--- config.mk ---
export PLATFORM = sky130hd
export DESIGN_NAME = ddr_axi_burst_master
export DESIGN_NICKNAME = d
export VERILOG_FILES = /design/src/rtl/ddr_axi_burst_master.sv
export SDC_FILE = /design/constraint.sdc
export NUM_CORES = 1
export LEC_CHECK = 0
export BUFFER_PORTS_ARGS = -buffer_cell sky130_fd_sc_hd__buf_2
export CORE_AREA = 2 2 120 122
export DETAILED_ROUTE_END_ITERATION = 6
export DIE_AREA = 0 0 122 124
export HOLD_SLACK_MARGIN = 0.05
export PLACE_DENSITY_LB_ADDON = 0.1
export REMOVE_ABC_BUFFERS = 1
export SLEW_MARGIN = 20
export SYNTH_ARGS = -nofsm -noshare
export SYNTH_HDL_FRONTEND = slang
export SYNTH_SLANG_ARGS = --single-unit
--- constraint.sdc ---
create_clock -name clk -period 4.8 [get_ports clk]
set_input_delay 0.48 -clock clk [delete_from_list [all_inputs] [get_ports clk]]
set_output_delay 0.48 -clock clk [all_outputs]
set_load 0.01 [all_outputs]
--- src/rtl/ddr_axi_burst_master.sv ---
`default_nettype none
// ============================================================================
// Module   : ddr_axi_burst_master
// Brief    : Single-outstanding AXI4 burst initiator for the DDR slave port.
// Revision : 1.0 - initial release
// ============================================================================

module ddr_axi_burst_master #(
    parameter int unsigned TIMEOUT_CYCLES = 4096,
    parameter logic [1:0]  BURST_TYPE     = 2'b01
) (
    input  logic        clk,
    input  logic        rst_n,

    input  logic        cmd_valid,
    output logic        cmd_ready,
    input  logic        cmd_write,
    input  logic [31:0] cmd_addr,
    input  logic [7:0]  cmd_len,
    input  logic [3:0]  cmd_id,

    input  logic [31:0] wdata_in,
    input  logic        wdata_valid,
    output logic        wdata_ready,

    output logic [31:0] rdata_out,
    output logic        rdata_last,
    output logic        rdata_valid,
    input  logic        rdata_ready,

    output logic        done,
    output logic [1:0]  done_resp,
    output logic        err_resp,
    output logic        err_timeout,
    input  logic        err_clr,

    output logic [3:0]  M_WR_ADDR_ID,
    output logic [31:0] M_WR_ADDR,
    output logic [7:0]  M_WR_ADDR_LEN,
    output logic [1:0]  M_WR_ADDR_BURST,
    output logic        M_WR_ADDR_VALID,
    input  logic        M_WR_ADDR_READY,
    output logic [31:0] M_WR_DATA,
    output logic [3:0]  M_WR_STRB,
    output logic        M_WR_DATA_LAST,
    output logic        M_WR_DATA_VALID,
    input  logic        M_WR_DATA_READY,
    input  logic [3:0]  M_WR_BACK_ID,
    input  logic [1:0]  M_WR_BACK_RESP,
    input  logic        M_WR_BACK_VALID,
    output logic        M_WR_BACK_READY,

    output logic [3:0]  M_RD_ADDR_ID,
    output logic [31:0] M_RD_ADDR,
    output logic [7:0]  M_RD_ADDR_LEN,
    output logic [1:0]  M_RD_ADDR_BURST,
    output logic        M_RD_ADDR_VALID,
    input  logic        M_RD_ADDR_READY,
    input  logic [3:0]  M_RD_BACK_ID,
    input  logic [31:0] M_RD_DATA,
    input  logic [1:0]  M_RD_DATA_RESP,
    input  logic        M_RD_DATA_LAST,
    input  logic        M_RD_DATA_VALID,
    output logic        M_RD_DATA_READY
);

    typedef enum logic [2:0] {
        IDLE    = 3'd0,
        WR_ADDR = 3'd1,
        WR_DATA = 3'd2,
        WR_RESP = 3'd3,
        RD_ADDR = 3'd4,
        RD_DATA = 3'd5,
        DONE    = 3'd6
    } state_t;

    localparam int unsigned          c_wait_w   = $clog2(TIMEOUT_CYCLES + 1);
    localparam logic [c_wait_w-1:0]  c_wait_max = c_wait_w'(TIMEOUT_CYCLES);

    state_t              state_q, state_d;
    logic [31:0]         addr_q, addr_d;
    logic [7:0]          len_q, len_d;
    logic [3:0]          id_q, id_d;
    logic [7:0]          beat_cnt_q, beat_cnt_d;
    logic [1:0]          resp_acc_q, resp_acc_d;
    logic [1:0]          done_resp_q, done_resp_d;
    logic                awvalid_q, awvalid_d;
    logic                arvalid_q, arvalid_d;
    logic                done_q, done_d;
    logic                err_resp_q, err_resp_d;
    logic                err_timeout_q, err_timeout_d;
    logic [c_wait_w-1:0] wait_cnt_q, wait_cnt_d;

    logic w_aw_hs, w_w_hs, w_ar_hs, w_r_hs, w_last_beat;
    logic w_waiting, w_resp_err, w_timeout_hit;

    assign w_last_beat = (beat_cnt_q == len_q);
    assign w_aw_hs     = awvalid_q && M_WR_ADDR_READY;
    assign w_ar_hs     = arvalid_q && M_RD_ADDR_READY;
    assign w_w_hs      = (state_q == WR_DATA) && wdata_valid && M_WR_DATA_READY;
    assign w_r_hs      = (state_q == RD_DATA) && M_RD_DATA_VALID && rdata_ready;
    assign w_waiting   = (state_q == WR_ADDR) || (state_q == WR_DATA) || (state_q == WR_RESP)
                      || (state_q == RD_ADDR) || (state_q == RD_DATA);

    always_comb begin
        state_d       = state_q;
        addr_d        = addr_q;
        len_d         = len_q;
        id_d          = id_q;
        beat_cnt_d    = beat_cnt_q;
        resp_acc_d    = resp_acc_q;
        done_resp_d   = done_resp_q;
        w_resp_err    = 1'b0;

        case (state_q)
            IDLE: begin
                if (cmd_valid) begin
                    addr_d     = cmd_addr;
                    len_d      = cmd_len;
                    id_d       = cmd_id;
                    beat_cnt_d = 8'd0;
                    resp_acc_d = 2'b00;
                    state_d    = cmd_write ? WR_ADDR : RD_ADDR;
                end
            end
            WR_ADDR: begin
                if (w_aw_hs) state_d = WR_DATA;
            end
            WR_DATA: begin
                if (w_w_hs) begin
                    beat_cnt_d = beat_cnt_q + 8'd1;
                    if (w_last_beat) state_d = WR_RESP;
                end
            end
            WR_RESP: begin
                if (M_WR_BACK_VALID) begin
                    resp_acc_d = M_WR_BACK_RESP;
                    w_resp_err = (M_WR_BACK_RESP != 2'b00) || (M_WR_BACK_ID != id_q);
                    state_d    = DONE;
                end
            end
            RD_ADDR: begin
                if (w_ar_hs) state_d = RD_DATA;
            end
            RD_DATA: begin
                if (w_r_hs) begin
                    beat_cnt_d = beat_cnt_q + 8'd1;
                    if (M_RD_DATA_RESP > resp_acc_q) resp_acc_d = M_RD_DATA_RESP;
                    // The local beat count decides the exit; a slave LAST disagreement is only flagged.
                    w_resp_err = (M_RD_DATA_RESP != 2'b00) || (M_RD_BACK_ID != id_q)
                              || (M_RD_DATA_LAST != w_last_beat);
                    if (w_last_beat) state_d = DONE;
                end
            end
            DONE: begin
                state_d = IDLE;
            end
            default: begin
                state_d = IDLE;
            end
        endcase

        awvalid_d = (state_d == WR_ADDR);
        arvalid_d = (state_d == RD_ADDR);
        done_d    = (state_d == DONE);
        if (state_d == DONE) done_resp_d = resp_acc_d;

        // Stall counter restarts on any progress so it measures one wait state only.
        if (!w_waiting || (state_d != state_q) || w_aw_hs || w_w_hs || w_ar_hs || w_r_hs) begin
            wait_cnt_d = '0;
        end else if (wait_cnt_q != c_wait_max) begin
            wait_cnt_d = wait_cnt_q + c_wait_w'(1);
        end else begin
            wait_cnt_d = wait_cnt_q;
        end
        w_timeout_hit = (wait_cnt_q != c_wait_max) && (wait_cnt_d == c_wait_max);

        if (w_resp_err)   err_resp_d = 1'b1;
        else if (err_clr) err_resp_d = 1'b0;
        else              err_resp_d = err_resp_q;

        if (w_timeout_hit) err_timeout_d = 1'b1;
        else if (err_clr)  err_timeout_d = 1'b0;
        else               err_timeout_d = err_timeout_q;
    end

    always_ff @(posedge clk or negedge rst_n) begin
        if (!rst_n) begin
            state_q       <= IDLE;
            addr_q        <= 32'd0;
            len_q         <= 8'd0;
            id_q          <= 4'd0;
            beat_cnt_q    <= 8'd0;
            resp_acc_q    <= 2'b00;
            done_resp_q   <= 2'b00;
            awvalid_q     <= 1'b0;
            arvalid_q     <= 1'b0;
            done_q        <= 1'b0;
            err_resp_q    <= 1'b0;
            err_timeout_q <= 1'b0;
            wait_cnt_q    <= '0;
        end else begin
            state_q       <= state_d;
            addr_q        <= addr_d;
            len_q         <= len_d;
            id_q          <= id_d;
            beat_cnt_q    <= beat_cnt_d;
            resp_acc_q    <= resp_acc_d;
            done_resp_q   <= done_resp_d;
            awvalid_q     <= awvalid_d;
            arvalid_q     <= arvalid_d;
            done_q        <= done_d;
            err_resp_q    <= err_resp_d;
            err_timeout_q <= err_timeout_d;
            wait_cnt_q    <= wait_cnt_d;
        end
    end

    assign cmd_ready       = (state_q == IDLE);

    assign M_WR_ADDR_ID    = id_q;
    assign M_WR_ADDR       = addr_q;
    assign M_WR_ADDR_LEN   = len_q;
    assign M_WR_ADDR_BURST = BURST_TYPE;
    assign M_WR_ADDR_VALID = awvalid_q;
    assign M_WR_STRB       = 4'hF;
    assign M_WR_DATA       = (state_q == WR_DATA) ? wdata_in : 32'd0;
    assign M_WR_DATA_VALID = (state_q == WR_DATA) && wdata_valid;
    assign M_WR_DATA_LAST  = (state_q == WR_DATA) && w_last_beat;
    assign wdata_ready     = (state_q == WR_DATA) && M_WR_DATA_READY;
    assign M_WR_BACK_READY = (state_q == WR_RESP);

    assign M_RD_ADDR_ID    = id_q;
    assign M_RD_ADDR       = addr_q;
    assign M_RD_ADDR_LEN   = len_q;
    assign M_RD_ADDR_BURST = BURST_TYPE;
    assign M_RD_ADDR_VALID = arvalid_q;
    assign M_RD_DATA_READY = (state_q == RD_DATA) && rdata_ready;
    assign rdata_valid     = (state_q == RD_DATA) && M_RD_DATA_VALID;
    assign rdata_out       = (state_q == RD_DATA) ? M_RD_DATA : 32'd0;
    assign rdata_last      = (state_q == RD_DATA) && w_last_beat;

    assign done            = done_q;
    assign done_resp       = done_resp_q;
    assign err_resp        = err_resp_q;
    assign err_timeout     = err_timeout_q;

endmodule

`default_nettype wire

=== After elaboration in Yosys (flattened, before gate mapping) ===
Cells that the tools add are included.

* Bits in registers: 77
* Bits in latches: 0
* Bits in writable memories: 0
* Memory bits (read-only): 0
* Output and inout bits: 175
* Logic and storage cells: 95
* Memories: 0

* Add/sub/neg operators: 2
* Multiply operators: 0
* Divide/modulo/power cells: 0
* Magnitude comparators: 1
* Equal/unequal tests: 18
* Shift operators: 0
* Multiplexer cells: 29
* Bitwise operators: 0
* Reductions and logical operators: 32

{| class="wikitable"
|+ Operators by type and width
! kind !! number
|-
| two-way mux 32 bit || 2
|-
| two-way mux 3 bit || 9
|-
| two-way mux 13 bit || 2
|-
| two-way mux 8 bit || 3
|-
| one-hot mux 8 bit (3 select lines) || 1
|-
| one-hot mux 3 bit (6 select lines) || 1
|-
| adder 13 x 1 -> 13 bit, second input constant || 1
|-
| equality test 13 bit, second input constant || 1
|-
| inequality test 13 bit, second input constant || 1
|-
| equality test 3 bit, second input constant || 4
|-
| logical OR 1 bit || 12
|-
| logical AND 1 bit || 11
|-
| adder 8 x 1 -> 8 bit, second input constant || 1
|-
| equality test 8 bit || 1
|-
| two-way mux 2 bit || 4
|-
| inequality test 4 bit || 2
|-
| nonzero test 2 bit || 4
|-
| equality test 3 x 1 -> 1 bit, second input constant || 2
|-
| equality test 3 x 2 -> 1 bit, second input constant || 2
|-
| inequality test 2 bit, second input constant || 3
|-
| one-hot mux 2 bit (3 select lines) || 1
|-
| two-way mux 1 bit || 5
|-
| AND reduction 4 bit || 1
|-
| zero test 3 bit || 1
|-
| 7 further kinds || 7
|}

=== Longest topological paths before layout ===
Gate-level depths: netlist of run 1.

* Depth in word-level cells: 15
* Gate-level depth with buffers: 7
* Depth with buffers taken out: 7

=== Least setup slack after synthesis of run 1 ===
Ideal clock, no wire load.

* Path kind: reg2reg
* From: register state_q[2]
* To: register err_timeout_q (netlist: err_timeout)
* Arrival: 2024 ps
* Data required time: 4708 ps
* Path slack: 2684 ps
* Stages on the path, launching flop included: 7
* Path buffers: 1
* Cells stage by stage: dfrtp_1 a222oi_1 nand2b_1 or4_1 clkbuf_1 or4_1 o31ai_2

* Cells in the longest elaborated chain, start to end: 15
* Elaborated cells between the ends (all ways): 35
* Those cells by class: eq/ne: 7; mux: 11; reduce/logical: 17

{| class="wikitable"
|+ RTL lines
! element !! line !! source
|-
| from (decl) || 80 || <nowiki>state_t state_q, state_d;</nowiki>
|-
| from (signal assigned) || 203 || <nowiki>state_q <= state_d;</nowiki>
|-
| equality test 3 bit, or another cell as far along || 101, 103, 115 ||
|-
| logical AND 1 bit, or another cell as far along (2 in series) || 101 || <nowiki>assign w_r_hs = (state_q == RD_DATA) && M_RD_DATA_VALID && rdata_ready;</nowiki>
|-
| two-way mux 3 bit, or another cell as far along || 146 || <nowiki>if (w_r_hs) begin</nowiki>
|-
| one-hot mux 3 bit (6 select lines) / logical OR 1 bit (equally long branches) || 115, 103 ||
|-
| inequality test 3 bit / zero test 1 bit (equally long branches) || 169 || <nowiki>if (!w_waiting || (state_d != state_q) || w_aw_hs || w_w_hs || w_ar_hs || w_r_hs) begin</nowiki>
|-
| logical OR 1 bit (4 in series) || 169 ||
|-
| logical OR 1 bit * || 169 ||
|-
| two-way mux 13 bit * || 169 ||
|-
| equality test 13 bit * || 176 || <nowiki>w_timeout_hit = (wait_cnt_q != c_wait_max) && (wait_cnt_d == c_wait_max);</nowiki>
|-
| logical AND 1 bit * || 176 ||
|-
| two-way mux 1 bit / nonzero test 2 bit (equally long branches) || n/a ||
|-
| to (signal assigned) || 214 || <nowiki>err_timeout_q <= err_timeout_d;</nowiki>
|-
| to (decl) || 91 || <nowiki>logic err_timeout_q, err_timeout_d;</nowiki>
|}

Every way passes the cells marked *; elsewhere a longest branch is shown, timed or not.
A chain may end at the register's enable or synchronous reset.

=== Worst setup path in the final report of run 1 ===
* From: register state_q[1]
* To: register err_timeout_q (netlist: err_timeout)

Same word-level chain as after synthesis.

==> impl_metrics.py, run 1 <==
metrics = {
    "status": {
        "outcome": "completed",
    },
    "drt": {
        "ant_nets": 0,
        "drt_iter0_drc": 140,
        "wl_per_cell_um": 14.63,
        "first_pass_iters": 6,
        "avgViaCountPerCell": 4.615,
        "vias": 4523,
        "drt_wl_total_mm": 14.33,
        "drcViolationCount": 0,
    },
    "floorplanning": {
        "core_area_um2": 13720,
        "io_pins": 308,
        "chipWidth_um": 122,
        "fp-row-count": 43,
        "die_area_um2": 15130,
        "start_util_pct": 34.04,
        "dieHeight_um": 124,
    },
    "clock_tree": {
        "cts_resized": 0,
        "postCtsSetupBuffers": 0,
        "clk_latency_ns": 0.33,
        "htreeDepth": 3,
        "cts_num_sinks": 77,
        "path_clk_slew_ns": 0.06,
        "numCtsBuffers": 9,
        "hold_buffers": 0,
        "cts.path.max_buffers": 2,
        "cts_tree": "yes",
        "root_buffer": "clkbuf_16",
    },
    "finish": {
        "fin_nets": 934,
        "final_cell_mix": "buf_2, nand2_1, dfrtp_1",
        "area_growth_pct": 33.71,
        "antenna_cells": 0,
        "layout_commonest_cell": "buf_2",
        "final_area_um2": 6243,
        "drive_gt1_share_pct": 40.63,
    },
    "setup_path": {
        "crit_path_max_fanout": 38,
        "crit_family": "simple AND/OR/NAND/NOR gates",
        "crit_top_cell": "or4_1",
        "worstPathArrival_ns": 3.09,
        "crit_chain": "nor3b_2, buf_4, nor2b_1, or4_1, or4_1, o31ai_2",
        "crit_path_end_kind": "flip-flop",
        "slowest_stage": "or4_1",
        "ff2ff_path_depth": 6,
        "critical_path_class": "reg2reg",
        "critPathLaunchType": "flip-flop",
        "worst-path-stages": 6,
        "required_ns": 5.04,
        "cp_num_buf_inv": 1,
        "max_stage_delay_ns": 0.77,
    },
    "grt": {
        "track_usage_pct": 18.08,
        "grtUsageMet2_pct": 32.47,
        "grt_pass1_vias": 4193,
        "grt.busiest_layer": "met2",
        "antenna_found_initial": 0,
        "use_met3_pct": 4.625,
        "grt_pass1_wl_mm": 21.32,
        "use_met1_pct": 21.30,
        "grt_max_degree": 78,
        "grt-ovfl-total": 0,
    },
    "job": {
        "drv_cap": 0,
    },
    "synth": {
        "synth_warnings": 0,
        "ys_dominant_reg_cell": "dfrtp_1",
        "yosysSeqAreaShare_pct": 41.26,
        "synthCells": 558,
        "ys_types": 49,
        "ys_seq_elements": 77,
        "syn_avg_cell_area_um2": 8.368,
        "syn_area_um2": 4669,
        "synthArstFlopShare_pct": 100.0,
        "synth_edf_count": 0,
    },
    "pwr": {
        "p_leak_nw": 3.537,
        "power_switching_w": 0.001426,
        "swShare_pct": 42.06,
        "internal_power_w": 0.001964,
        "pwr-share-seq_pct": 33.7,
        "total_power_w": 0.003390,
        "p_clk_share_pct": 20.2,
        "p_per_area_nw_per_um2": 543.0,
        "vdd_drop_max_uv": 292.6,
        "combPwrFrac_pct": 46.1,
    },
    "placed_design": {
        "numPortBuffers": 299,
        "dp_hpwl_mm": 10.99,
        "globalplace.congestion": 0.8160,
        "dpl_worst_slack_ns": 1.969,
        "placed_cell_area_um2": 5937,
    },
    "sta": {
        "max_freq_mhz": 350.6,
        "setup_tns_ns": 0,
        "grt_setup_unrepaired": "false",
        "post-route-period-util_pct": 59.42,
        "timing.final.ws_setup_ns": 1.948,
        "slew_viol_final": 0,
        "hold_violations": 0,
        "worst_slew_pin_slew_ns": 1.019,
        "slew_headroom_pct": 32.04,
        "setup_viol": 0,
        "fin_skew_ns": 0.006630,
        "fin_crit_ns": 2.852,
    },
    "hold_path": {
        "min_path_type": "in2async",
    },
}
## worst register-to-register path, stage by stage, from the launching register on
cell and delay, ns:
dfrtp_1 0.54, nor3b_2 0.23, buf_4 0.24, nor2b_1 0.17, or4_1 0.77, or4_1 0.64, o31ai_2 0.18
## cells in the mapped netlist (2+ instances only)
cell	count	area (um2)
nand2_1	145	544.3
xnor2_1	22	192.7
nor2b_1	4	25.02
clkbuf_1	28	105.1
inv_1	9	33.78
ha_1	6	75.07
o31ai_1	2	15.01
mux2_2	3	33.78
conb_1	2	7.510
o221ai_1	2	17.52
nor2_1	31	116.4
dfrtp_1	77	1927
o21ai_0	7	35.03
xor2_1	13	113.9
nand2b_1	3	18.77
and3b_1	4	35.03
nor4b_1	2	17.52
o2111ai_1	2	17.52
a21oi_1	6	30.03
or4_1	2	15.01
nor3b_1	4	30.03
a41oi_1	2	17.52
nand3_1	11	55.05
buf_4	52	390.4
a21boi_0	2	15.01
nor3_1	8	40.04
a22oi_1	2	15.01
and4_1	3	26.28
and2_1	72	450.4
a211oi_1	4	30.03
nand4_1	7	43.79
and3_1	4	25.02
## power groups by stage
stage	Sequential, W	Combinational, W	Clock [W]
floorplan	0.00129	0.000686	0
global placement	0.00114	0.00158	0
detailed placement	0.00115	0.00159	0
CTS	0.00115	0.00159	0.000706
global route	0.00119	0.00173	0.000738
finish	0.00114	0.00156	0.000686
## path summary, 6_finish.rpt
kind | from | to | slack [ns]
setup reg to reg | state_q[1] | err_timeout | 1.95
hold / removal | rst_n | M_RD_ADDR[22] | 0.17
min in group clk | cmd_len[0] | M_RD_ADDR_LEN[0] | 0.33
hold reg to reg | M_RD_ADDR[10] | M_RD_ADDR[10] | 0.49
max in group asynchronous | rst_n | err_resp | 4.11
setup / recovery | state_q[1] | err_timeout | 1.95
## layout make-up
| cell class | instances | area [um2] |
|---|---|---|
| Clock inverter | 5 | 60.06 |
| Clock buffer | 11 | 242.7 |
| Fill cell | 1401 | 7476 |
| Multi-Input combinational cell | 398 | 2245 |
| Timing Repair Buffer | 300 | 1510 |
| Sequential cell | 77 | 1927 |
| Tap cell | 180 | 225.2 |
| Inverter | 9 | 33.78 |
## routing by layer
| metal | share of wire [%] | up-vias |
|---|---|---|
| li1 | - | 2217 |
| met1 | 40 | 2087 |
| met2 | 49 | 207 |
| met3 | 9.1 | 12 |
| met4 | 1.3 | 0 |
| met5 | 0 | - |
## through the flow
stage          hold slack, ns  cells  utilization [%]
4_1_cts                0.3211    980            45.48
3_3_place_gp           0.4738    964            43.27
5_1_grt                0.2322    980            45.51
6_report               0.1661    980            45.51
2_1_floorplan          0.1844    484                -
3_5_place_dp           0.4817    964            43.27
## flip-flops by register name (all words and copies together), names as in the netlist
signal,flops
state_q,3
M_WR_ADDR_VALID,1
M_RD_ADDR_VALID,1
M_RD_ADDR_LEN,8
wait_cnt_q,13
err_timeout,1
M_RD_ADDR_ID,4
done_resp,2
resp_acc_q,2
done,1
M_RD_ADDR,32
err_resp,1
beat_cnt_q,8
## kinds of logic after synthesis
logic type               synth area share (%)
adder cells (fa/ha/maj)                 1.608
other                                  0.1608
flip-flops                              41.26
buffers and inverters                   11.33
XOR/XNOR                                6.565
AO/OA/AOI/OAI                           6.458
AND/OR/NAND/NOR                         31.67
multiplexers                           0.9378
Note: power is estimated with default switching activity, not from simulation.
==> run 2, diff against run 1 <==
- CORE_AREA: 2 2 120 122 -> 2 2 121 123
- DIE_AREA: 0 0 122 124 -> 0 0 123 125
- clock period: 4.8 -> 2.9 ns (I/O delays scaled with it)
==> run 2 against run 1 <==
The run now ends with hold timing left. Wire length grew 2.8%. Worst hold slack lost 0.20 ns. Critical path depth shrank 1. Final area grew 0.94%. Sequential cell count is the same. Core utilization shrank 1.1 points. Global-route usage grew 0.20 points. Non-clock buffer count grew 4. Setup slack lost 1.4 ns. Critical path type unchanged. Largest cell class unchanged. Largest power group unchanged.
==> impl_metrics.py, run 2 (synthesis gave the netlist of run 1 again) <==
metrics = {
    "sta": {
        "post-route-period-util_pct": 80.16,
        "grt_setup_unrepaired": "false",
        "setup_viol": 0,
        "slew_viol_final": 0,
        "slew_headroom_pct": 50.46,
        "worst_slew_pin_slew_ns": 0.7431,
        "fin_skew_ns": 0.006732,
        "hold_violations": 15,
        "setup_tns_ns": 0,
        "fin_crit_ns": 2.325,
        "hold_slack_ns": -0.03711,
        "timing.final.ws_setup_ns": 0.5754,
        "max_freq_mhz": 430.2,
    },
    "setup_path": {
        "crit_path_max_fanout": 17,
        "critPathLaunchType": "flip-flop",
        "crit_path_end_kind": "flip-flop",
        "critical_path_class": "reg2reg",
        "required_ns": 3.14,
        "worstPathArrival_ns": 2.57,
    },
    "placed_design": {
        "globalplace.congestion": 0.8669,
        "numPortBuffers": 299,
        "dpl_worst_slack_ns": 0.5904,
        "dp_hpwl_mm": 11.30,
    },
    "job": {
        "drv_cap": 0,
    },
    "drt": {
        "vias": 4587,
        "ant_nets": 0,
        "avgViaCountPerCell": 4.638,
        "first_pass_iters": 5,
        "wl_per_cell_um": 14.90,
        "drt_wl_total_mm": 14.74,
        "drt_iter0_drc": 133,
        "drcViolationCount": 0,
    },
    "grt": {
        "track_usage_pct": 18.28,
        "grt-ovfl-total": 0,
        "grt_pass1_vias": 4368,
        "grt_pass1_wl_mm": 22.07,
        "antenna_found_initial": 1,
        "grt_max_degree": 78,
    },
    "floorplanning": {
        "dieHeight_um": 125,
        "fp-row-count": 44,
        "die_area_um2": 15380,
        "core_area_um2": 14200,
        "io_pins": 308,
        "start_util_pct": 32.88,
        "chipWidth_um": 123,
    },
    "clock_tree": {
        "cts_tree": "yes",
        "cts_num_sinks": 77,
        "htreeDepth": 3,
        "clk_latency_ns": 0.33,
        "hold_buffers": 0,
        "root_buffer": "clkbuf_16",
        "numCtsBuffers": 9,
        "cts_resized": 0,
        "cts.path.max_buffers": 2,
        "postCtsSetupBuffers": 0,
        "path_clk_slew_ns": 0.06,
    },
    "finish": {
        "fin_nets": 938,
        "final_cell_mix": "buf_2, nand2_1, dfrtp_1",
        "drive_gt1_share_pct": 41.04,
        "layout_commonest_cell": "buf_2",
        "area_growth_pct": 34.97,
        "largest_reg_flops": 32,
        "fillCellCount": 1487,
    },
    "pwr": {
        "power_switching_w": 0.002405,
        "swShare_pct": 42.16,
        "p_leak_nw": 3.563,
        "vdd_drop_max_uv": 433.0,
        "pwr-share-seq_pct": 33.2,
        "p_clk_share_pct": 20.4,
        "combPwrFrac_pct": 46.4,
        "p_per_area_nw_per_um2": 905.0,
        "total_power_w": 0.005703,
        "internal_power_w": 0.003299,
    },
    "status": {
        "violations": "hold timing",
        "outcome": "finished with violations",
    },
    "hold_path": {
        "min_path_type": "in2async",
    },
}
run 2: cell types whose count changed in the layout (fill, tap and decap cells not counted):
cell      delta
clkbuf_1     -1
diode_2      +1
clkinv_4     +2
buf_12       +1
buf_4        +3
clkinv_2     -1
run 2: path summary, 6_finish.rpt:
path	start	to	slack, ns	depth (start not counted)
max	state_q[1]	err_timeout	0.58	5
min	rst_n	wait_cnt_q[11]	-0.04	1
max reg2reg	state_q[1]	err_timeout	0.58	5
min reg2reg	M_RD_ADDR[1]	M_RD_ADDR[1]	0.50	2
max in group asynchronous	rst_n	M_RD_ADDR[31]	2.38	1
min in group clk	cmd_addr[23]	M_RD_ADDR[23]	0.14	3
run 2: metal layers:
| metal | GRT usage [%] | routed length [um] | share of wire [%] |
|---|---|---|---|
| met1 | 21.59 | 5889 | 40 |
| met2 | 32.60 | 7407 | 50 |
| met3 | 4.015 | 1177 | 8.0 |
| met4 | 5.749 | 263 | 1.8 |
| met5 | 0 | 0 | 0 |
run 2: worst max-delay path, cell delays in order, from the launching register on:
cell and delay, ns:
dfrtp_1 0.62, nand3b_2 0.25, nor2_2 0.10, or4_1 0.55, or4_1 0.55, o31ai_2 0.17
run 2: power by group through the flow:
| stage | Clock [W] | Sequential, W | Combinational [W] |
|---|---|---|---|
| final | 0.00116 | 0.00189 | 0.00265 |
| after floorplan | 0 | 0.00214 | 0.00113 |
| after CTS | 0.00120 | 0.00190 | 0.00269 |
| after global routing | 0.00124 | 0.00196 | 0.00294 |
| after global placement | 0 | 0.00189 | 0.00267 |
| after detailed placement | 0 | 0.00190 | 0.00268 |
run 2: through the flow:
stage	area, um2	hold WS (ns)	utilization (%)	instances
CTS	6296	0.1286	44.33	988
detailed placement	5984	0.4803	42.13	972
finish	6302	-0.03711	44.37	989
global placement	5984	0.4738	42.13	972
global route	6302	0.05109	44.37	989
floorplan	4197	-0.005591	-	484
run 2: layout make-up:
type | instances | area (um2) | area share, %
Tap cell | 184 | 230.2 | 3.653
Antenna cell | 1 | 2.502 | 0.03971
Clock buffer | 10 | 239.0 | 3.792
Timing Repair Buffer | 304 | 1553 | 24.64
Inverter | 9 | 33.78 | 0.5360
Sequential cell | 77 | 1927 | 30.57
Clock inverter | 6 | 72.57 | 1.151
Multi-Input combinational cell | 398 | 2245 | 35.62
